## config.mk

```make
export PLATFORM = sky130hd
export DESIGN_NAME = needs_monitor
export DESIGN_NICKNAME = d
export VERILOG_FILES = /design/src/rtl/needs_pkg.sv /design/src/rtl/need_channel.sv /design/src/rtl/needs_monitor.sv
export SDC_FILE = /design/constraint.sdc
export NUM_CORES = 1
export LEC_CHECK = 0
export ABC_AREA = 0
export CAP_MARGIN = 40
export CELL_PAD_IN_SITES_DETAIL_PLACEMENT = 1
export CELL_PAD_IN_SITES_GLOBAL_PLACEMENT = 2
export CORE_ASPECT_RATIO = 0.75
export CORE_UTILIZATION = 27
export DETAILED_ROUTE_END_ITERATION = 7
export GPL_ROUTABILITY_DRIVEN = 0
export PLACE_DENSITY = 0.88
export SYNTH_ARGS = -nofsm -noshare
export SYNTH_HDL_FRONTEND = slang
export SYNTH_SLANG_ARGS = --single-unit
export TNS_END_PERCENT = 5
```

## constraint.sdc

```tcl
create_clock -name clk -period 2.3 [get_ports clk]
set_clock_uncertainty 0.15 [all_clocks]
set_input_delay 0.345 -clock clk [delete_from_list [all_inputs] [get_ports clk]]
set_output_delay 0.345 -clock clk [all_outputs]
set_load 0.02 [all_outputs]
```

## src/rtl/needs_pkg.sv

```systemverilog
// needs_pkg: life-cycle state type, need index names and default thresholds for needs_monitor
package needs_pkg;

    typedef enum logic [1:0] {
        ST_ALIVE = 2'd0,
        ST_NEEDY = 2'd1,
        ST_DEAD  = 2'd2
    } state_t;

    localparam int NEED_HUNGER  = 0;
    localparam int NEED_HAPPY   = 1;
    localparam int NEED_HEALTH  = 2;
    localparam int NEED_HYGIENE = 3;
    localparam int NEED_ENERGY  = 4;

    localparam int DEF_NUM_NEEDS    = 5;
    localparam int DEF_LEVEL_W      = 4;
    localparam int DEF_WARN_LEVEL   = 12;
    localparam int DEF_DEAD_LEVEL   = 15;
    localparam int DEF_HOLD_SAMPLES = 3;
    localparam int DEF_HYST         = 2;

endpackage

```

## src/rtl/need_channel.sv

```systemverilog
// need_channel: one need's persistence counter, sticky flag and post-acknowledge mask
module need_channel
    import needs_pkg::*;
#(
    parameter int LEVEL_W      = DEF_LEVEL_W,
    parameter int WARN_LEVEL   = DEF_WARN_LEVEL,
    parameter int CLR_LEVEL    = DEF_WARN_LEVEL,
    parameter int HOLD_SAMPLES = DEF_HOLD_SAMPLES
) (
    input  logic               clk,
    input  logic               rst_n,
    input  logic               sample_en,
    input  logic               freeze,
    input  logic               clear,
    input  logic               ack,
    input  logic [LEVEL_W-1:0] level,
    output logic               flag,
    output logic               flag_next
);
    localparam int CW = $clog2(HOLD_SAMPLES + 1);
    localparam logic [LEVEL_W-1:0] WARN = LEVEL_W'(WARN_LEVEL);
    localparam logic [LEVEL_W-1:0] CLR  = LEVEL_W'(CLR_LEVEL);
    localparam logic [CW-1:0] HOLD = CW'(HOLD_SAMPLES);

    logic [CW-1:0] count, count_next;
    logic          mask, mask_next;

    // clear (revive) beats freeze (dead), which beats ack, which beats a sample
    always_comb begin
        count_next = count;
        flag_next  = flag;
        mask_next  = mask;
        if (clear) begin
            count_next = '0;
            flag_next  = 1'b0;
            mask_next  = 1'b0;
        end else if (!freeze) begin
            if (ack) begin
                count_next = '0;
                flag_next  = 1'b0;
                mask_next  = 1'b1;
            end else if (sample_en) begin
                if (level >= WARN && !mask) begin
                    count_next = (count == HOLD) ? count : count + 1'b1;
                    flag_next  = flag | (count_next == HOLD);
                end else if (level < CLR) begin
                    count_next = '0;
                    flag_next  = 1'b0;
                    mask_next  = 1'b0;
                end else if (level < WARN) begin
                    count_next = '0;
                end
            end
        end
    end

    always_ff @(posedge clk or negedge rst_n) begin
        if (!rst_n) begin
            count <= '0;
            flag  <= 1'b0;
            mask  <= 1'b0;
        end else begin
            count <= count_next;
            flag  <= flag_next;
            mask  <= mask_next;
        end
    end

endmodule

```

## src/rtl/needs_monitor.sv

```systemverilog
// needs_monitor: N filtered need channels, alive/needy/dead FSM and urgency encoder
// NEEDS_MONITOR_HYST_EN lowers the clear threshold to WARN_LEVEL-HYST
module needs_monitor
    import needs_pkg::*;
#(
    parameter int NUM_NEEDS    = DEF_NUM_NEEDS,
    parameter int LEVEL_W      = DEF_LEVEL_W,
    parameter int WARN_LEVEL   = DEF_WARN_LEVEL,
    parameter int DEAD_LEVEL   = DEF_DEAD_LEVEL,
    parameter int HOLD_SAMPLES = DEF_HOLD_SAMPLES,
    parameter int HYST         = DEF_HYST
) (
    input  logic                         clk,
    input  logic                         rst_n,
    input  logic                         sample_en,
    input  logic [NUM_NEEDS*LEVEL_W-1:0] levels,
    input  logic [NUM_NEEDS-1:0]         ack,
    input  logic                         revive,
    output logic [NUM_NEEDS-1:0]         need_flags,
    output logic                         urgent_valid,
    output logic [$clog2(NUM_NEEDS)-1:0] urgent_idx,
    output logic                         new_need,
    output state_t                       state,
    output logic                         dead
);
    localparam int IW = $clog2(NUM_NEEDS);
`ifdef NEEDS_MONITOR_HYST_EN
    localparam int CLR_LEVEL = WARN_LEVEL - HYST;
`else
    localparam int CLR_LEVEL = WARN_LEVEL;
`endif

    if (HYST < 0 || HYST >= WARN_LEVEL) begin : g_bad_hyst
        $error("needs_monitor: HYST must satisfy 0 <= HYST < WARN_LEVEL");
    end
    if (DEAD_LEVEL <= WARN_LEVEL) begin : g_bad_dead
        $error("needs_monitor: DEAD_LEVEL must exceed WARN_LEVEL");
    end
    if (HOLD_SAMPLES < 1) begin : g_bad_hold
        $error("needs_monitor: HOLD_SAMPLES must be at least 1");
    end

    state_t               state_next;
    logic [NUM_NEEDS-1:0] flags, flags_next;
    logic                 is_dead, kill;

    assign is_dead = state == ST_DEAD;

    always_comb begin
        kill = 1'b0;
        for (int i = 0; i < NUM_NEEDS; i++)
            if (sample_en && !is_dead && levels[i*LEVEL_W +: LEVEL_W] == LEVEL_W'(DEAD_LEVEL))
                kill = 1'b1;
    end

    // the death cycle freezes channels too, so death overrides a same-cycle ack
    for (genvar c = 0; c < NUM_NEEDS; c++) begin : g_ch
        need_channel #(
            .LEVEL_W     (LEVEL_W),
            .WARN_LEVEL  (WARN_LEVEL),
            .CLR_LEVEL   (CLR_LEVEL),
            .HOLD_SAMPLES(HOLD_SAMPLES)
        ) u_ch (
            .clk      (clk),
            .rst_n    (rst_n),
            .sample_en(sample_en),
            .freeze   (is_dead | kill),
            .clear    (is_dead & revive),
            .ack      (ack[c]),
            .level    (levels[c*LEVEL_W +: LEVEL_W]),
            .flag     (flags[c]),
            .flag_next(flags_next[c])
        );
    end

    always_comb
        state_next = is_dead ? (revive ? ST_ALIVE : ST_DEAD)
                   : kill    ? ST_DEAD
                   : (|flags_next) ? ST_NEEDY : ST_ALIVE;

    always_ff @(posedge clk or negedge rst_n) begin
        if (!rst_n) begin
            state    <= ST_ALIVE;
            new_need <= 1'b0;
        end else begin
            state    <= state_next;
            new_need <= !is_dead && !kill && |(flags_next & ~flags);
        end
    end

    assign dead         = is_dead;
    assign need_flags   = is_dead ? '1 : flags;
    assign urgent_valid = |flags && !is_dead;

    always_comb begin
        urgent_idx = '0;
        for (int i = NUM_NEEDS - 1; i >= 0; i--)
            if (flags[i] && !is_dead)
                urgent_idx = IW'(i);
    end

endmodule

```

==> metrics.yaml, run 1 <==
grt_pass1_vias: 1487
cts_sinks: 23
path_cells: "nor2b_4, or2_2, clkdlybuf4s50_1"
cp.arrival_ns: 1.71
routed_wl_mm: 4.20
async_flop_share: 1.00
syn_avg_cell_area_um2: 8.79
syn_area_um2: 1390
numCtsBuffers: 3
period_needed_ns: 2.20
dp_hpwl_mm: 3.39
core_um2: 4930
dieArea_um2: 5440
critical_path_class: "reg -> out"
synth_commonest_cells: "dfrtp_1 (23), nand2_1 (20), nor2_1 (13)"
fin_tns_setup_ns: 0
syn_nets: 187
setup_viol: 0
hp-class: "in -> async"
yosys.area.top_type: "dfrtp_1"
drive_above_1_share: 0.154
die_h_um: 64.1
rr_worst_depth: 6
power_density_nw_per_um2: 617
synth_most_common_cell: "dfrtp_1"
htree_num_levels: 1
grt_pass1_wl_mm: 7.25
start_util: 0.282
synth_seq_cells: 23
drv_cap: 0
synth.yosys.warnings: 0
slew_headroom: 0.713
wl_per_cell_um: 15.3
r2r-end: "new_need"
ioPinCount: 42
drv_slew: 0
synthCells: 158
row_count: 22
die_x_um: 84.8
yosysSeqAreaShare: 0.414
overflow: 0
ant_nets: 0
clock-root-buffer: "clkbuf_8"
worst_pin_slew_ns: 0.430
synth_area_leaders: "dfrtp_1 (41%), nand2_1 (5.4%), a21oi_1 (4.0%)"
vias: 1421
areaGrowthSynthToFinish_pct: 45.0
place_inst: 269
synth_top_area_share: 0.414
vdd_ir_drop_max_mv: 0.185
crit_path_end_kind: "output pin"
period_share: 0.957
fillCellCount: 589
p_leak_nw: 0.896
crit_path_start: "state[0]"
antenna_found_initial: 0
hold_violations: 0
dr.pass1.iters: 6
avgViaCountPerCell: 5.19
ff2ff_setup_slack_ns: 0.23
grt_max_degree: 24
critical-path-max-stage-delay_ns: 0.59
clkTransAtPathRegs_ns: 0.09
cts.path.max_buffers: 2
fmax_ghz: 0.454
path_max_fanout: 11
cp-start-kind: "flop"
synth-edff-count: 0
final_cells: 274
layout.nets: 244
n_antenna_cell: 0
crit_slowest_cell: "clkdlybuf4s50_1"
drcViolationCount: 4
status: "finished, violations left"
insertion_delay_ns: 0.27
ys.flop_type: "dfrtp_1"
violations: "DRC"
cts_tree: "done"
portBuffers: 41
synth_cell_types: 47
r2r-start: "state[0]"
drtIter0Drc: 47
cp.required_ns: 1.80
grt.total_usage: 0.174
[kinds of logic after synthesis]
group                  Yosys count  share of synthesized area
AND/OR/NAND/NOR                 65                      0.242
AO/OA/AOI/OAI                   54                      0.287
buffers and inverters           15                     0.0486
flip-flops                      23                      0.414
multiplexers                     1                    0.00721
[cell type report]
class / count / area (um^2) / area share
multi-input combinational: 120 / 746 / 0.370
sequential: 23 / 576 / 0.286
timing repair buffer: 59 / 541 / 0.268
tap: 60 / 75.1 / 0.0373
clock buffer: 3 / 41.3 / 0.0205
inverter: 8 / 30.0 / 0.0149
clock inverter: 1 / 5.00 / 0.00249
[worst max-delay path by stage]
| stage | to | slack [ns] | cells after the start |
|---|---|---|---|
| 2_1_floorplan | urgent_idx[2] | 0.14 | 4 |
| 3_3_place_gp | new_need | -0.09 | 7 |
| 3_5_place_dp | new_need | -0.14 | 7 |
| 4_1_cts | need_flags[2] | 0.05 | 3 |
| 5_1_grt | need_flags[3] | -0.005 | 3 |
| 6_report | need_flags[2] | 0.1 | 3 |
[layout by cell type (no fill, tap or decap), drive strengths merged, types with 3 or more instances in the layout]
cell type and n:
clkdlybuf4s50 37, dfrtp 23, nand2 20, buf 18, nor2 13, a21oi 11, o21ai 10, nor3 8
inv 8, or2 7, a211oi 5, dlygate4sd2 4, a31oi 4, nor2b 4, nand4 3, o22ai 3
clkbuf 3
[flip-flops by register name, indices dropped and copies added (netlist names)]
| name | flops |
|---|---|
| g_ch.u_ch.count | 10 |
| g_ch.u_ch.mask | 5 |
| new_need | 1 |
| state | 2 |
| g_ch.u_ch.flag | 5 |
[through the flow]
stage	power, mW	hold slack [ns]	instance area (um^2)	setup WS (ns)	util
floorplan	0.757	-0.101	1390	0.141	-
global placement	0.978	0.359	1960	-0.0868	0.399
detailed placement	0.988	0.368	1960	-0.143	0.399
CTS	1.26	0.291	2010	0.0453	0.407
global route	1.33	0.318	2010	-0.00466	0.409
finish	1.24	0.283	2010	0.0994	0.409
[timing repair]
item                                    in CTS  in global routing
pin swaps                                    0                  0
hold buffers                                 0                  0
gates resized for setup                      4                  0
buffers inserted                             0                  1
endpoints found under the setup margin       4                  4
[report_power, final]
group          internal [mW]  switching, mW
Sequential             0.450         0.0317
Combinational          0.243          0.255
Clock                  0.121          0.140
[worst max-delay path: cells and delay by family (launching register included)]
family | cells | cell delay [ns]
simple gates | 2 | 0.42
flops | 1 | 0.42
buf+inv | 1 | 0.59
[routing by layer]
layer,routed length (um),part of all wire,up-vias,track usage
met1,2060,0.49,685,0.234
met2,1940,0.46,31,0.285
met4,59,0.014,0,0.0551
met3,147,0.035,7,0.0310
li1,-,-,698,-
met5,0,0,-,0
Note: power is estimated with default switching activity, not from simulation.
==> run 2, diff against run 1 <==
CAP_MARGIN = 10   (was 40)
==> results of run 2 <==
Same layout as run 1: the final DEF is identical, and so are final timing and power.
==> run 3, diff against run 2 <==
TNS_END_PERCENT = 30   (was 5)
==> results of run 3 <==
Same layout as run 1: the final DEF is identical, and so are final timing and power.
